[config.mk]
export PLATFORM = sky130hd
export DESIGN_NAME = sc_status_controller
export DESIGN_NICKNAME = d
export VERILOG_FILES = /design/src/rtl/sc_ctrl_pkg.sv /design/src/rtl/sc_index_delay.sv /design/src/rtl/sc_status_controller.sv
export SDC_FILE = /design/constraint.sdc
export NUM_CORES = 1
export LEC_CHECK = 0
export BUFFER_PORTS_ARGS = -buffer_cell sky130_fd_sc_hd__buf_2
export CORE_MARGIN = 8
export CORE_UTILIZATION = 53
export DETAILED_ROUTE_END_ITERATION = 6
export GPL_ROUTABILITY_DRIVEN = 0
export GPL_TIMING_DRIVEN = 0
export PLACE_DENSITY = 0.79
export SYNTH_ARGS = -nofsm -noshare
export SYNTH_HDL_FRONTEND = slang
export SYNTH_SLANG_ARGS = --single-unit
[constraint.sdc]
create_clock -name clk -period 3.5 [get_ports clk]
set_input_delay 0.7 -clock clk [delete_from_list [all_inputs] [get_ports clk]]
set_output_delay 0.7 -clock clk [all_outputs]
set_load 0.03 [all_outputs]
[src/rtl/sc_ctrl_pkg.sv]
// Shared types and reset constants for the SC decoder status controller.
package sc_ctrl_pkg;

    typedef enum logic [1:0] {
        StIdle,
        StBusy,
        StDone
    } ctrl_state_e;

    // Flushed delay-line entries hold bit 0 of the deepest stage (N-1).
    localparam int unsigned RstBit = 0;

    function automatic int unsigned rst_stage(input int unsigned n);
        return (n > 0) ? n - 1 : 0;
    endfunction

endpackage

[src/rtl/sc_index_delay.sv]
// PIPE_DEPTH-deep shift register for the {valid, stage, bit} schedule stream,
// aligning the scheduler indices with the datapath output.
module sc_index_delay
    import sc_ctrl_pkg::*;
#(
    parameter int unsigned N          = 3,
    parameter int unsigned STAGE_W    = 2,
    parameter int unsigned PIPE_DEPTH = 2
) (
    input  logic               clk,
    input  logic               rst,
    input  logic               flush,
    input  logic               in_valid,
    input  logic [STAGE_W-1:0] in_stage,
    input  logic [N-1:0]       in_bit,
    output logic               out_valid,
    output logic [STAGE_W-1:0] out_stage,
    output logic [N-1:0]       out_bit
);

    localparam logic [STAGE_W-1:0] RstStageVal = STAGE_W'(rst_stage(N));
    localparam logic [N-1:0]       RstBitVal   = N'(RstBit);

    logic               vld_q [PIPE_DEPTH];
    logic [STAGE_W-1:0] stg_q [PIPE_DEPTH];
    logic [N-1:0]       bit_q [PIPE_DEPTH];

    // Shift the index stream by one stage per cycle; reset and flush clear it.
    always_ff @(posedge clk) begin
        if (rst || flush) begin
            for (int i = 0; i < PIPE_DEPTH; i++) begin
                vld_q[i] <= 1'b0;
                stg_q[i] <= RstStageVal;
                bit_q[i] <= RstBitVal;
            end
        end else begin
            vld_q[0] <= in_valid;
            stg_q[0] <= in_stage;
            bit_q[0] <= in_bit;
            for (int i = 1; i < PIPE_DEPTH; i++) begin
                vld_q[i] <= vld_q[i-1];
                stg_q[i] <= stg_q[i-1];
                bit_q[i] <= bit_q[i-1];
            end
        end
    end

    assign out_valid = vld_q[PIPE_DEPTH-1];
    assign out_stage = stg_q[PIPE_DEPTH-1];
    assign out_bit   = bit_q[PIPE_DEPTH-1];

endmodule

[src/rtl/sc_status_controller.sv]
// Status controller for the semi-parallel SC decoder: frame FSM, one-deep
// start queue, abort, overrun flag and completed-frame counter.
module sc_status_controller
    import sc_ctrl_pkg::*;
#(
    parameter int unsigned N          = 3,
    parameter int unsigned STAGE_W    = (N > 1) ? $clog2(N) : 1,
    parameter int unsigned PIPE_DEPTH = 2,
    parameter int unsigned FRAME_ID_W = 4
) (
    input  logic                  clk,
    input  logic                  rst,
    input  logic                  en,
    input  logic                  abort,
    input  logic                  idx_valid,
    input  logic [STAGE_W-1:0]    stage_index,
    input  logic [N-1:0]          bit_index,
    output logic                  decoder_busy,
    output logic                  decoder_done,
    output logic                  data_valid,
    output logic [FRAME_ID_W-1:0] frame_id,
    output logic                  start_pending,
    output logic                  overrun
);

    localparam logic [N-1:0] LastBit = '1;

    ctrl_state_e           state_q, state_d;
    logic                  pending_q, pending_d;
    logic                  overrun_q, overrun_d;
    logic [FRAME_ID_W-1:0] fid_q, fid_d;

    logic               d_valid;
    logic [STAGE_W-1:0] d_stage;
    logic [N-1:0]       d_bit;
    logic               last;

    sc_index_delay #(
        .N          (N),
        .STAGE_W    (STAGE_W),
        .PIPE_DEPTH (PIPE_DEPTH)
    ) u_index_delay (
        .clk       (clk),
        .rst       (rst),
        .flush     (abort),
        .in_valid  (idx_valid),
        .in_stage  (stage_index),
        .in_bit    (bit_index),
        .out_valid (d_valid),
        .out_stage (d_stage),
        .out_bit   (d_bit)
    );

    assign data_valid = d_valid && (d_stage == '0);
    assign last       = data_valid && (d_bit == LastBit);

    // Next state, start queue, overrun and frame counter; abort beats last beats en.
    always_comb begin
        state_d   = state_q;
        pending_d = pending_q;
        overrun_d = 1'b0;
        fid_d     = fid_q;
        unique case (state_q)
            StIdle: begin
                if (!abort && en) begin
                    state_d = StBusy;
                end
            end
            StBusy: begin
                if (abort) begin
                    state_d   = StIdle;
                    pending_d = 1'b0;
                end else begin
                    if (last) begin
                        state_d = StDone;
                        fid_d   = fid_q + 1'b1;
                    end
                    // A start arriving with last still queues for the next frame.
                    if (en) begin
                        if (!pending_q) begin
                            pending_d = 1'b1;
                        end else begin
                            overrun_d = 1'b1;
                        end
                    end
                end
            end
            StDone: begin
                pending_d = 1'b0;
                if (abort) begin
                    state_d = StIdle;
                end else if (pending_q || en) begin
                    state_d = StBusy;
                end else begin
                    state_d = StIdle;
                end
            end
            default: begin
                state_d = StIdle;
            end
        endcase
    end

    // Control state registers.
    always_ff @(posedge clk) begin
        if (rst) begin
            state_q   <= StIdle;
            pending_q <= 1'b0;
            overrun_q <= 1'b0;
            fid_q     <= '0;
        end else begin
            state_q   <= state_d;
            pending_q <= pending_d;
            overrun_q <= overrun_d;
            fid_q     <= fid_d;
        end
    end

    assign decoder_busy  = (state_q == StBusy);
    assign decoder_done  = (state_q == StDone);
    assign frame_id      = fid_q;
    assign start_pending = pending_q;
    assign overrun       = overrun_q;

endmodule

======== Yosys cells after proc, flatten, opt, wreduce, memory -nomap -nowiden ========
Memory sizes are Yosys's and may differ from the RTL's.
Cells that the tools add are included.
word-level totals
  output and inout port bits .............. 9
  memories ................................ 3
  input port bits ......................... 10
  memory bits (writable) .................. 12
  flip-flop bits (word level) ............. 8
  word-level logic and storage cells ...... 55
cells by class
  reduce and logical (&&, ||, !) cells .... 13
  equal/unequal tests ..................... 6
  muxes and demuxes ....................... 19
  add/sub/neg operators ................... 1
  bitwise operators ....................... 9
memories
  memory               words  width  rd ports  clocked after memory_dff  wr ports  line                  source
  u_index_delay.bit_q  2      3      2         0                         2         sc_index_delay.sv:26  logic [N-1:0] bit_q [PIPE_DEPTH];
  u_index_delay.stg_q  2      2      2         0                         2         sc_index_delay.sv:25  logic [STAGE_W-1:0] stg_q [PIPE_DEPTH];
  u_index_delay.vld_q  2      1      2         0                         2         sc_index_delay.sv:24  logic vld_q [PIPE_DEPTH];
operators with widths
  cell                                                                      count
  1-bit 2-to-1 mux                                                          10
  2-bit 2-to-1 mux                                                          5
  3-bit 2-to-1 mux                                                          2
  1-bit OR                                                                  6
  2-bit case mux with 3 select lines                                        1
  4-bit by 1-bit adder with 4-bit output (second input constant)            1
  2-bit zero test                                                           2
  2-bit AND reduction                                                       2
  4-bit OR reduction                                                        1
  3-bit equality test (second input constant)                               1
  1-bit logical AND                                                         3
  3-bit by 2-bit inequality test with 1-bit output (second input constant)  1
  3-bit inequality test (second input constant)                             1
  1-bit NOT                                                                 3
  3-bit AND reduction                                                       1
  2-bit by 1-bit equality test with 1-bit output (second input constant)    1
  2-bit equality test (second input constant)                               1
  1-bit logical OR                                                          2
  2-bit inequality test (second input constant)                             1
  1-bit case mux with 2 select lines                                        1
  2-bit nonzero test                                                        1
  1-bit zero test                                                           1

======== Longest topological paths before layout ========
Gate-level depths: netlist (run 1).
An unclocked memory read counts as a cell.
  word-level depth ........................ 7
  depth in mapped cells ................... 5
  gate-level depth less buffers ........... 4

======== Modules after synthesis ========
From an unflattened synthesis (run 1), not the netlist that was laid out.
second synthesis, totals
  cells, all modules ...................... 81
  area total of the unflattened synthesis .. 838.3 um^2
by module, submodules not included
  module                times used  area an instance (um^2)  seq. area each (um^2)  cells an instance
  sc_status_controller  1           454.2                    160.2                  50
  sc_index_delay        1           384.1                    240.2                  31

======== Least setup slack after synthesis (run 1) ========
Ideal clock, no wire load.
  kind .................................... input-to-reg
  start ................................... input abort
  end ..................................... register fid_q[0], in the netlist frame_id[0]
  required time ........................... 3.379 ns
  setup slack ............................. 1.874 ns
  data arrival time ....................... 1.505 ns
  stages .................................. 3
  buffers on the path ..................... 1
  setup time .............................. 0.121 ns
  path through ............................ buf_2 nor4_4 mux2_2
between the ends
  longest elaborated chain between the ends .. 2
ends and longest elaborated chain
  element                        line                         source
  start, declared                sc_status_controller.sv:14   input logic abort,
  1-bit NOT (no line)            n/a
  3-bit AND reduction (no line)  n/a
  end signal, assigned           sc_status_controller.sv:115  fid_q <= fid_d;
  end, declared                  sc_status_controller.sv:31   logic [FRAME_ID_W-1:0] fid_q, fid_d;
Every way passes these cells.
A chain may end at the register's enable or synchronous reset.

==> summary.md, run 1 <==
| Metric | Value |
|---|---|
| Largest family of logic cells by synthesized area | simple AND/OR/NAND/NOR gates |
| Final wirelength | 1310 µm |
| Dominant synthesized flop cell | dfxtp_1 |
| Max Cap Violations | 0 |
| NumNets Final | 113 |
| Maximum vdd ir drop | ~0.47 mV |
| Worst Skew | 4.06 ps |
| Post-synth EDFFs | 0 |
| Max Transition Viols Final | 0 |
| DR pass1 iterations | 3 |
| Share of cells above drive strength 1 | 0.287 |
| Final Hold Vio Count | 0 |
| Area grow syn2layout | 20.9% |
| Drc violations | 0 |
| Overflow after GRT | 0 |
| Post-Synth Adder-Cell Area | 0.0161 |
| Root buffer cell | clkbuf_4 |
| Setup bufs post-CTS | 0 |
| Ys Warns | 0 |
| Mapped Area | roughly 800 µm² |
| Top-area cell type share of the netlist area | 0.515 |
| Multi-input logic area | 357 µm² |
| Placed wire-length estimate | 989 µm |
| Global-route wire length before repair | 2200 µm |
| Worst rel slew slack | 0.750 |
| Unrepaired setup endpoints after global routing | false |
| Vias in the first global route | 570 |
| Hold path start | u_index_delay.stg_q[0][1]$_SDFF_PP1_ |
| Synth Net Count | 90 |
| Synthesized flop and latch total | 20 |
| Share of flip-flops with an asynchronous set or reset | 0 |
| Top layer reached by signal wires | met4 |
| Metal3 WL | around 90 µm |
| TritonCTS clock tree | built |
| Crit Path Category | reg2out |
| Core ar. | 1440 µm² |
| Simple-Gate Fraction of Synth Area | 0.345 |
| Synth Area in XOR/XNOR | 0 |
| Pleak | 0.000427 µW |
| Num Clock Sinks | 20 |
| Total CTS buffers | 3 |
| Tmin final | between 2000 and 2500 ps |
| Clock-pin slew on the worst setup and hold paths | around 110 ps |
| Max frequency | about 500 MHz |
| Tot Pwr | 448 µW |
| Die span in x | 54.3 µm |
| Synth cell types | 25 |
| # placed instances | 113 |
| Avg Cell Area, Syn | a little under 10 µm² |
| Initial Util | 0.541 |
| Hold Buf Count CTS | 0 |
| Slew @ Worst Pin | 376 ps |
| Clk buf depth | 2 |
| TNS Setup | 0 ps |
| Final Instance Count excl. Fillers | ~120 |
| Routed length per instance | 11.2 µm |
| Arrival time worst endpoint | 1310 ps |
| Largest net degree at the start of global routing | 13 |
| Worst Hold Class | reg2reg |
| Die H | 54.3 µm |
| Post-CTS sizing | 0 |
| Ant. Diodes | 0 |
| Critical path capture point type | primary output |
| Gr usage total | 0.103 |
| Status | finished clean |
| Compound-gate portion of the synthesized area | 0.0419 |
| Register area share after synthesis | 0.515 |
| H-tree depth | 1 |
| DRT iter0 DRCs | 6 |
| Post-synthesis mux area share | 0.0564 |
| Crit Path Max Fanout | 6 |
| CP Data Required Time | approximately 2800 ps |
| Critical path launch point type | flop |
| Period Utilization, post-route | 0.573 |
| FF/Latch Area | roughly 400 µm² |
| Post-synth top cells | dfxtp_1, and2_1, nor2_1 |
| Placed cell area | 887 µm² |
| Top-count cell post-synth | dfxtp_1 |
| Total vias in the final route | 582 |
| Die area | just under 3000 µm² |
| Hold slack | 420 ps |
| Met1 Wirelength | slightly below 600 µm |
| Finished Cell Area | 940 µm² |
| Synth area leaders | dfxtp_1, and2_1, nor2_1, mux2_2, nand2b_1 |
| Power density over the cells | approximately 480 nW/µm² |
| Crit path from | u_index_delay.stg_q[0][3]$_SDFF_PP1_ |
| Total length of routed met2 wires | between 500 and 600 µm |
| Final setup fails | 0 |
| Clock latency on the worst-skew pair | approximately 300 ps |
| Initial antenna violation count | 0 |
| Fillers | 122 |
| Port Buffers | 18 |
| FF-to-FF Start | u_index_delay.stg_q[0][3]$_SDFF_PP1_ |
| Boundary Pins | 19 |
| Largest area contributor in the netlist | dfxtp_1 |
| Syn Inst Count | 79 |
| Routed Antenna Nets | 0 |
| Num rows | 14 |
| Vias/cell | between 4 and 5 |
## critical path, stage by stage (launching register included)
cell	delay (ps)
dfxtp_1	310
or3b_4	430
inv_1	70
buf_2	190
## power breakdown
part           internal [µW]  switching [µW]
logic                   11.6            15.0
clock network            116            70.9
registers                233            2.32
total                    360            88.3
## area by class of cell
cell class | instances | area share
Clock inverter | 1 | 0.0320
Inverter | 2 | 0.00799
Multi-Input combinational cell | 54 | 0.379
Tap cell | 16 | 0.0213
Buffer | 3 | 0.0133
Timing Repair Buffer | 18 | 0.0959
Sequential cell | 20 | 0.426
Clock buffer | 3 | 0.0240
## worst paths after layout
| check | to | slack [ps] | depth (start not counted) |
|---|---|---|---|
| hold reg to reg | u_index_delay.stg_q[0][3]$_SDFF_PP1_ | 420 | 1 |
| setup reg to reg | frame_id[2]$_SDFFE_PP0P_ | 1950 | 3 |
| setup / recovery | data_valid | 1490 | 3 |
| hold / removal | u_index_delay.stg_q[0][3]$_SDFF_PP1_ | 420 | 1 |
## layout by cell type, fill, tap and decap left out
cell / netlist / layout
dfxtp_1: 20 / 20
buf_2: 1 / 19
and2_1: 11 / 11
nor2_1: 9 / 9
nand2b_1: 5 / 5
nor2b_1: 4 / 4
mux2_2: 3 / 3
a21oi_1: 3 / 3
clkbuf_4: 0 / 3
inv_1: 2 / 2
clkbuf_1: 2 / 2
or3_1: 2 / 2
nand3_1: 2 / 2
nor4_1: 2 / 2
o21ai_0: 2 / 2
or3b_4: 1 / 1
nand4b_1: 1 / 1
nor4_4: 1 / 1
or2_2: 1 / 1
a21o_1: 1 / 1
or4_1: 1 / 1
mux2i_1: 1 / 1
nand2_1: 1 / 1
nand3b_1: 1 / 1
nor3b_1: 1 / 1
ha_1: 1 / 1
bufinv_16: 0 / 1
## state kept, by name (all words and copies together), names as in the netlist
name	cells
u_index_delay.bit_q	6
frame_id	4
u_index_delay.stg_q	4
state_q	2
u_index_delay.vld_q	2
overrun	1
start_pending	1
## cell families after synthesis
family / after synthesis
AOI/OAI and AO/OA: 6
adders and majority gates: 1
buffers and inverters: 5
DFF: 20
muxes: 4
and+or+nand+nor: 43
## stage by stage
step,util,worst slack [ps]
after floorplan,-,1870
after global placement,0.618,1690
after detailed placement,0.618,1700
after CTS,0.654,1480
after global routing,0.654,1440
final,0.654,1490
## routing by layer
layer	vias up	track usage
met5	-	0
met4	0	0.0779
met3	5	0.0353
met2	15	0.176
met1	255	0.100
li1	307	-
(Power assumes the default switching activity.)
==> run 2: changes to the inputs <==
--- a/config.mk
+++ b/config.mk
@@ -5,13 +5,14 @@
 export SDC_FILE = /design/constraint.sdc
 export NUM_CORES = 1
 export LEC_CHECK = 0
+export ABC_AREA = 1
 export BUFFER_PORTS_ARGS = -buffer_cell sky130_fd_sc_hd__buf_2
 export CORE_MARGIN = 8
-export CORE_UTILIZATION = 53
+export CORE_UTILIZATION = 49
 export DETAILED_ROUTE_END_ITERATION = 6
 export GPL_ROUTABILITY_DRIVEN = 0
 export GPL_TIMING_DRIVEN = 0
-export PLACE_DENSITY = 0.79
+export PLACE_DENSITY = 0.74
 export SYNTH_ARGS = -nofsm -noshare
 export SYNTH_HDL_FRONTEND = slang
 export SYNTH_SLANG_ARGS = --single-unit
==> constraint.sdc (replaced) <==
create_clock -name clk -period 2.01 [get_ports clk]
set_input_delay 0.402 -clock clk [delete_from_list [all_inputs] [get_ports clk]]
set_output_delay 0.402 -clock clk [all_outputs]
set_load 0.03 [all_outputs]
==> run 2 against run 1 <==
Via count is 5.0% higher. Non-clock buffer count fell by 2. Final cell count up 16%. Hold slack got worse by 130 ps. Synthesized cell count increased by 24%. Critical path depth is the same. Clock-buffer cell count is 1 higher. Critical endpoint is now decoder_busy.
==> summary.md, run 2 <==
| Metric | Value |
|---|---|
| Status | finished clean |
| Worst R2R Setup Slack | 960 ps |
| Routed Antenna Nets | 0 |
| DRT iter0 DRCs | 3 |
| Fin util | 0.609 |
| Ant. Diodes | 0 |
| RR Endpoint | frame_id[2]$_SDFFE_PP0P_ |
| Ys Warns | 0 |
| Slew @ Worst Pin | 224 ps |
| Initial Util | 0.511 |
| Root buffer cell | clkbuf_4 |
| DR pass1 iterations | 3 |
| Crit Path Max Fanout | 5 |
| Gr usage total | 0.0843 |
| Power density over the cells | 752 nW/µm² |
| Vias/cell | roughly 4.5 |
| Commonest non-fill, non-tap cell in the layout | inv_1 |
| Hold slack | 291 ps |
| Share of flip-flops with an asynchronous set or reset | 0 |
| Core ar. | ~1500 µm² |
| Post-synth top cells | inv_1, dfxtp_1, nor2_1 |
| Tot Pwr | between 600 and 700 µW |
| Total CTS buffers | 3 |
| CP Data Required Time | 1610 ps |
| Area grow syn2layout | 19.2% |
| Synthesized flop and latch total | 20 |
| Setup bufs post-CTS | 0 |
| Synth area leaders | dfxtp_1, inv_1, nor2_1, nand2_1, nand3_1 |
| Crit path from | state_q[0]$_SDFFE_PP0P_ |
| Overflow after GRT | 0 |
| Unrepaired setup endpoints after global routing | false |
| Pleak | roughly 0.00047 µW |
| FF/Latch Area | 400 µm² |
| Tmin final | around 1500 ps |
| Top-area cell type share of the netlist area | 0.526 |
| Final setup fails | 0 |
| TritonCTS clock tree | built |
| Register area share after synthesis | 0.526 |
| Placed wire-length estimate | roughly 1000 µm |
| Buf/Inv on CP | 2 |
| Period Utilization, post-route | 0.742 |
| CP delay by family, top | flip-flops |
| TNS Setup | 0 ps |
| Maximum vdd ir drop | 0.538 mV |
| Crit-path cells | nand2_2 > inv_1 > buf_2 |
| Multi-input logic area | 272 µm² |
| Clock latency on the worst-skew pair | 290 ps |
| Synth Net Count | 109 |
| FF-to-FF Start | frame_id[0]$_SDFFE_PP0P_ |
| Reg with most FFs | u_index_delay.bit_q |
| Crit-path slowest cell | dfxtp_1 |
| Critical path launch point type | flop |
| Most frequent cells in the layout | inv_1, nor2_1, dfxtp_1, buf_2, nand2_1 |
| Max Transition Viols Final | 0 |
| Num Clock Sinks | 20 |
| Die H | roughly 55 µm |
| Largest area contributor in the netlist | dfxtp_1 |
| Crit Path Category | reg2out |
| Final wirelength | about 1200 µm |
| NumNets Final | around 130 |
| Fillers | around 140 |
| Critical path capture point type | primary output |
| Clock-pin slew on the worst setup and hold paths | 100 ps |
| Placed cell area | 871 µm² |
| Top-count cell post-synth | inv_1 |
| Finished Cell Area | between 900 and 1000 µm² |
| Num rows | 14 |
| Hold Buf Count CTS | 0 |
| Cell depth of the worst setup path | 3 |
| Syn Inst Count | 98 |
| Vias in the first global route | between 500 and 600 |
| Post-CTS sizing | 0 |
| Avg Cell Area, Syn | about 7.8 µm² |
| Die area | 3070 µm² |
| Max frequency | between 600 and 700 MHz |
| Max Cap Violations | 0 |
| Global-route wire length before repair | between 2000 and 2500 µm |
| Post-synth EDFFs | 0 |
| Drc violations | 0 |
| Largest net degree at the start of global routing | 12 |
| Crit-path max cell delay | approximately 400 ps |
| End of the critical path | decoder_busy |
| Synth cell types | 18 |
| Arrival time worst endpoint | 1090 ps |
| Initial antenna violation count | 0 |
| Boundary Pins | 19 |
| Routed length per instance | 8.85 µm |
| Worst rel slew slack | 0.849 |
| Worst Skew | 3.18 ps |
| Final Hold Vio Count | 0 |
| Total vias in the final route | 611 |
| Mapped Area | 761 µm² |
| Clk buf depth | 2 |
| Port Buffers | 18 |
| Die span in x | around 55 µm |
| Worst R2R Path Depth | 4 |
| Worst Hold Class | in2reg |
| Number of flip-flops in the largest register | 6 |
| H-tree depth | 1 |
| Dominant synthesized flop cell | dfxtp_1 |
| Share of cells above drive strength 1 | 0.250 |
==> run 2: changes by cell type after synthesis, sizes merged, moves of 2 or more <==
| cell | delta |
|---|---|
| and2 | -11 |
| clkbuf | -2 |
| inv | +19 |
| mux2 | -3 |
| nand2 | +12 |
| nand2b | -5 |
| nand3 | +3 |
| nor2 | +13 |
| nor2b | -4 |
| nor4 | -3 |
| o21ai | +3 |
| or3 | -2 |
==> run 2: stage by stage <==
stage          instances  setup WS, ps
3_5_place_dp         132           840
5_1_grt              136           424
6_report             136           520
2_1_floorplan         98           829
4_1_cts              136           497
3_3_place_gp         132           845
==> run 2: how the worst min path moves through the flow <==
stage                                                    start                                    to  depth (start not counted)
after CTS                                       stage_index[1]  u_index_delay.stg_q[0][1]$_SDFF_PP1_                          2
after global routing                            stage_index[1]  u_index_delay.stg_q[0][1]$_SDFF_PP1_                          2
after floorplan           u_index_delay.stg_q[0][1]$_SDFF_PP1_  u_index_delay.stg_q[0][3]$_SDFF_PP1_                          1
after detailed placement  u_index_delay.stg_q[0][0]$_SDFF_PP0_  u_index_delay.stg_q[0][2]$_SDFF_PP0_                          2
final                                           stage_index[1]  u_index_delay.stg_q[0][1]$_SDFF_PP1_                          2
after global placement    u_index_delay.stg_q[0][1]$_SDFF_PP1_  u_index_delay.stg_q[0][3]$_SDFF_PP1_                          1
==> run 2: routing by layer <==
metal / routed length (µm) / track usage / part of all wire
met3: 94 / 0.0411 / 0.078
met4: 14 / 0.0317 / 0.012
met2: 569 / 0.138 / 0.47
met5: 0 / 0 / 0
met1: 526 / 0.0913 / 0.44
==> run 2: report_power, final <==
group          switching [µW]  total, µW  leakage (µW)  internal, µW
clock network             113        223     0.0000210           110
logic                    30.3       49.1      0.000291          18.8
registers                3.98        409      0.000163           405
total                     147        682      0.000475           535
==> run 2: cells by family after synthesis <==
kind of cell	share of synthesized area
DFF	0.526
and+or+nand+nor	0.270
buffers and inverters	0.117
xor gates and xnor gates	0.0115
AOI/OAI and AO/OA	0.0592
adders and majority gates	0.0164
==> run 2: worst register-to-register path, stage by stage (launching register included) <==
cell	delay, ps
dfxtp_1	430
ha_1	190
xor2_1	140
nand3_1	90
a21oi_1	140
==> run 2: final cells by class <==
class / count / area share
multi-input combinational: 55 / 0.299
timing repair buffer: 18 / 0.0993
clock buffer: 4 / 0.0400
inverter: 22 / 0.0924
sequential: 20 / 0.441
buffer: 1 / 0.00552
tap: 16 / 0.0221
==> run 3: changes to the inputs <==
==> constraint.sdc (replaced) <==
create_clock -name clk -period 1.4 [get_ports clk]
set_input_delay 0.28 -clock clk [delete_from_list [all_inputs] [get_ports clk]]
set_output_delay 0.28 -clock clk [all_outputs]
set_load 0.03 [all_outputs]
==> run 3 against run 2 <==
Final cell count did not move. Clock skew is 1.6 ps lower. Non-clock buffer count is the same. Die area did not move. Setup slack worse by 430 ps. First-iteration DRC count decreased by 33%. Utilization is 0.84 points higher. Highest routed layer is now met3. Total power rose by 44%. Clock-buffer cell count unchanged. Design area up 1.4%. Register-to-register slack lost 600 ps. Flip-flop and latch count stayed put. Critical endpoint is now data_valid. Largest power group unchanged.
==> summary.md, run 3 (same netlist as run 2, synthesis figures left out) <==
| Metric | Value |
|---|---|
| Die H | approximately 55 µm |
| Worst Skew | approximately 1.5 ps |
| Ant. Diodes | 0 |
| Arrival time worst endpoint | a little over 1000 ps |
| Setup bufs post-CTS | 0 |
| Slew @ Worst Pin | about 230 ps |
| Switching Fraction | 0.216 |
| Worst R2R Setup Slack | 360 ps |
| Reg with most FFs | u_index_delay.bit_q |
| Critical path launch point type | flop |
| Gr usage total | 0.0843 |
| Num Clock Sinks | 20 |
| Vias in the first global route | between 500 and 600 |
| Hold slack | 168 ps |
| Worst rel slew slack | 0.848 |
| Clock-pin slew on the worst setup and hold paths | about 100 ps |
| Worst Hold Class | in2reg |
| Die area | 3070 µm² |
| Num rows | 14 |
| Pleak | roughly 0.00048 µW |
| H-tree depth | 1 |
| Internal power | around 770 µW |
| Clock latency on the worst-skew pair | 290 ps |
| Port Buffers | 18 |
| Routed Antenna Nets | 0 |
| TritonCTS clock tree | built |
| Drc violations | 0 |
| TNS Setup | 0 ps |
| Clk buf depth | 2 |
| Overflow after GRT | 0 |
| Boundary Pins | 19 |
| Final Hold Vio Count | 0 |
| Max Cap Violations | 0 |
| Crit Path Category | reg2out |
| Total vias in the final route | ~600 |
| Die span in x | 55.4 µm |
| Share of cells above drive strength 1 | 0.275 |
| Number of flip-flops in the largest register | 6 |
| DRT iter0 DRCs | 2 |
| P_sw | approximately 210 µW |
| Routed length per instance | 8.85 µm |
| Global-route wire length before repair | 2230 µm |
| Hold path start | stage_index[1] |
| Max Transition Viols Final | 0 |
| Tmin final | 1310 ps |
| Final setup fails | 0 |
| Critical path capture point type | primary output |
| Top layer reached by signal wires | met3 |
| Max frequency | approximately 760 MHz |
| Core ar. | between 1000 and 1500 µm² |
| Root buffer cell | clkbuf_4 |
| Sequential power share | 0.598 |
| Vias/cell | 4.44 |
| Initial Util | 0.511 |
| DR pass1 iterations | 2 |
| Placed wire-length estimate | 980 µm |
| Crit Path Max Fanout | 3 |
| Met1 Wirelength | 532 µm |
| Largest net degree at the start of global routing | 12 |
| Unrepaired setup endpoints after global routing | false |
| Total CTS buffers | 3 |
| Total length of routed met2 wires | 577 µm |
| Power share of the combinational group | 0.075 |
| Final wirelength | between 1000 and 1500 µm |
| Initial antenna violation count | 0 |
| Fillers | about 140 |
| Power density over the cells | 1070 nW/µm² |
| Period Utilization, post-route | 0.936 |
| Most frequent cells in the layout | inv_1, nor2_1, dfxtp_1, buf_2, nand2_1 |
| NumNets Final | 132 |
| Maximum vdd ir drop | 0.771 mV |
| Area grow syn2layout | 20.9% |
| Clock power share | 0.326 |
| Crit path from | u_index_delay.stg_q[0][3]$_SDFF_PP1_ |
| FF-to-FF Start | frame_id[0]$_SDFFE_PP0P_ |
| Metal3 WL | 93 µm |
| CP Data Required Time | between 1000 and 1500 ps |
| Status | finished clean |
[run 3: cell counts in the layout (fill, tap and decap cells not counted)]
Identical to the previous run, type by type.
[run 3: area by class of cell]
cell class                 instances  area, µm²  area share
timing repair buffer              18       98.8       0.107
multi-input combinational         55        274       0.298
buffer                             1       5.00     0.00544
inverter                          22       83.8      0.0912
clock buffer                       4       36.3      0.0395
sequential                        20        402       0.437
tap                               16       20.0      0.0218
[run 3: what timing repair did]
item                                    in CTS  in global routing
hold buffers                                 0                  0
endpoints found under the setup margin       0                  2
gates resized for setup                      0                  8
hold endpoints to repair                     0                  0
[run 3: worst max-delay path, stage by stage (launching register included)]
cell	delay [ps]
dfxtp_1	320
nor2_1	120
nand2_2	90
inv_1	60
buf_4	150
[run 3: per-stage QoR]
step	setup slack [ps]	instances	total power (µW)	instance area, µm²	util
floorplan	219	98	646	761	-
global placement	357	132	671	871	0.585
detailed placement	352	132	673	871	0.585
CTS	8.86	136	993	907	0.609
global route	14.6	136	1030	920	0.618
finish	89.5	136	983	920	0.618
[run 3: power groups by stage]
stage | combinational, µW | clock, µW | sequential (µW)
after floorplan | 42.6 | 0 | 603
after global placement | 70.1 | 0 | 601
after detailed placement | 71.3 | 0 | 601
after CTS | 71.7 | 333 | 588
after global routing | 85.2 | 357 | 590
final | 74.1 | 321 | 588
[run 3: routing by layer]
metal,up-vias,global-route usage
li1,334,-
met1,257,0.0913
met2,13,0.138
met3,0,0.0411
met4,0,0.0317
met5,-,0
[run 3: worst paths after layout]
check / cells past startpoint / endpoint
setup / recovery: 4 / data_valid
hold / removal: 2 / u_index_delay.stg_q[0][1]$_SDFF_PP1_
setup reg to reg: 4 / frame_id[2]$_SDFFE_PP0P_
hold reg to reg: 2 / u_index_delay.stg_q[0][2]$_SDFF_PP0_
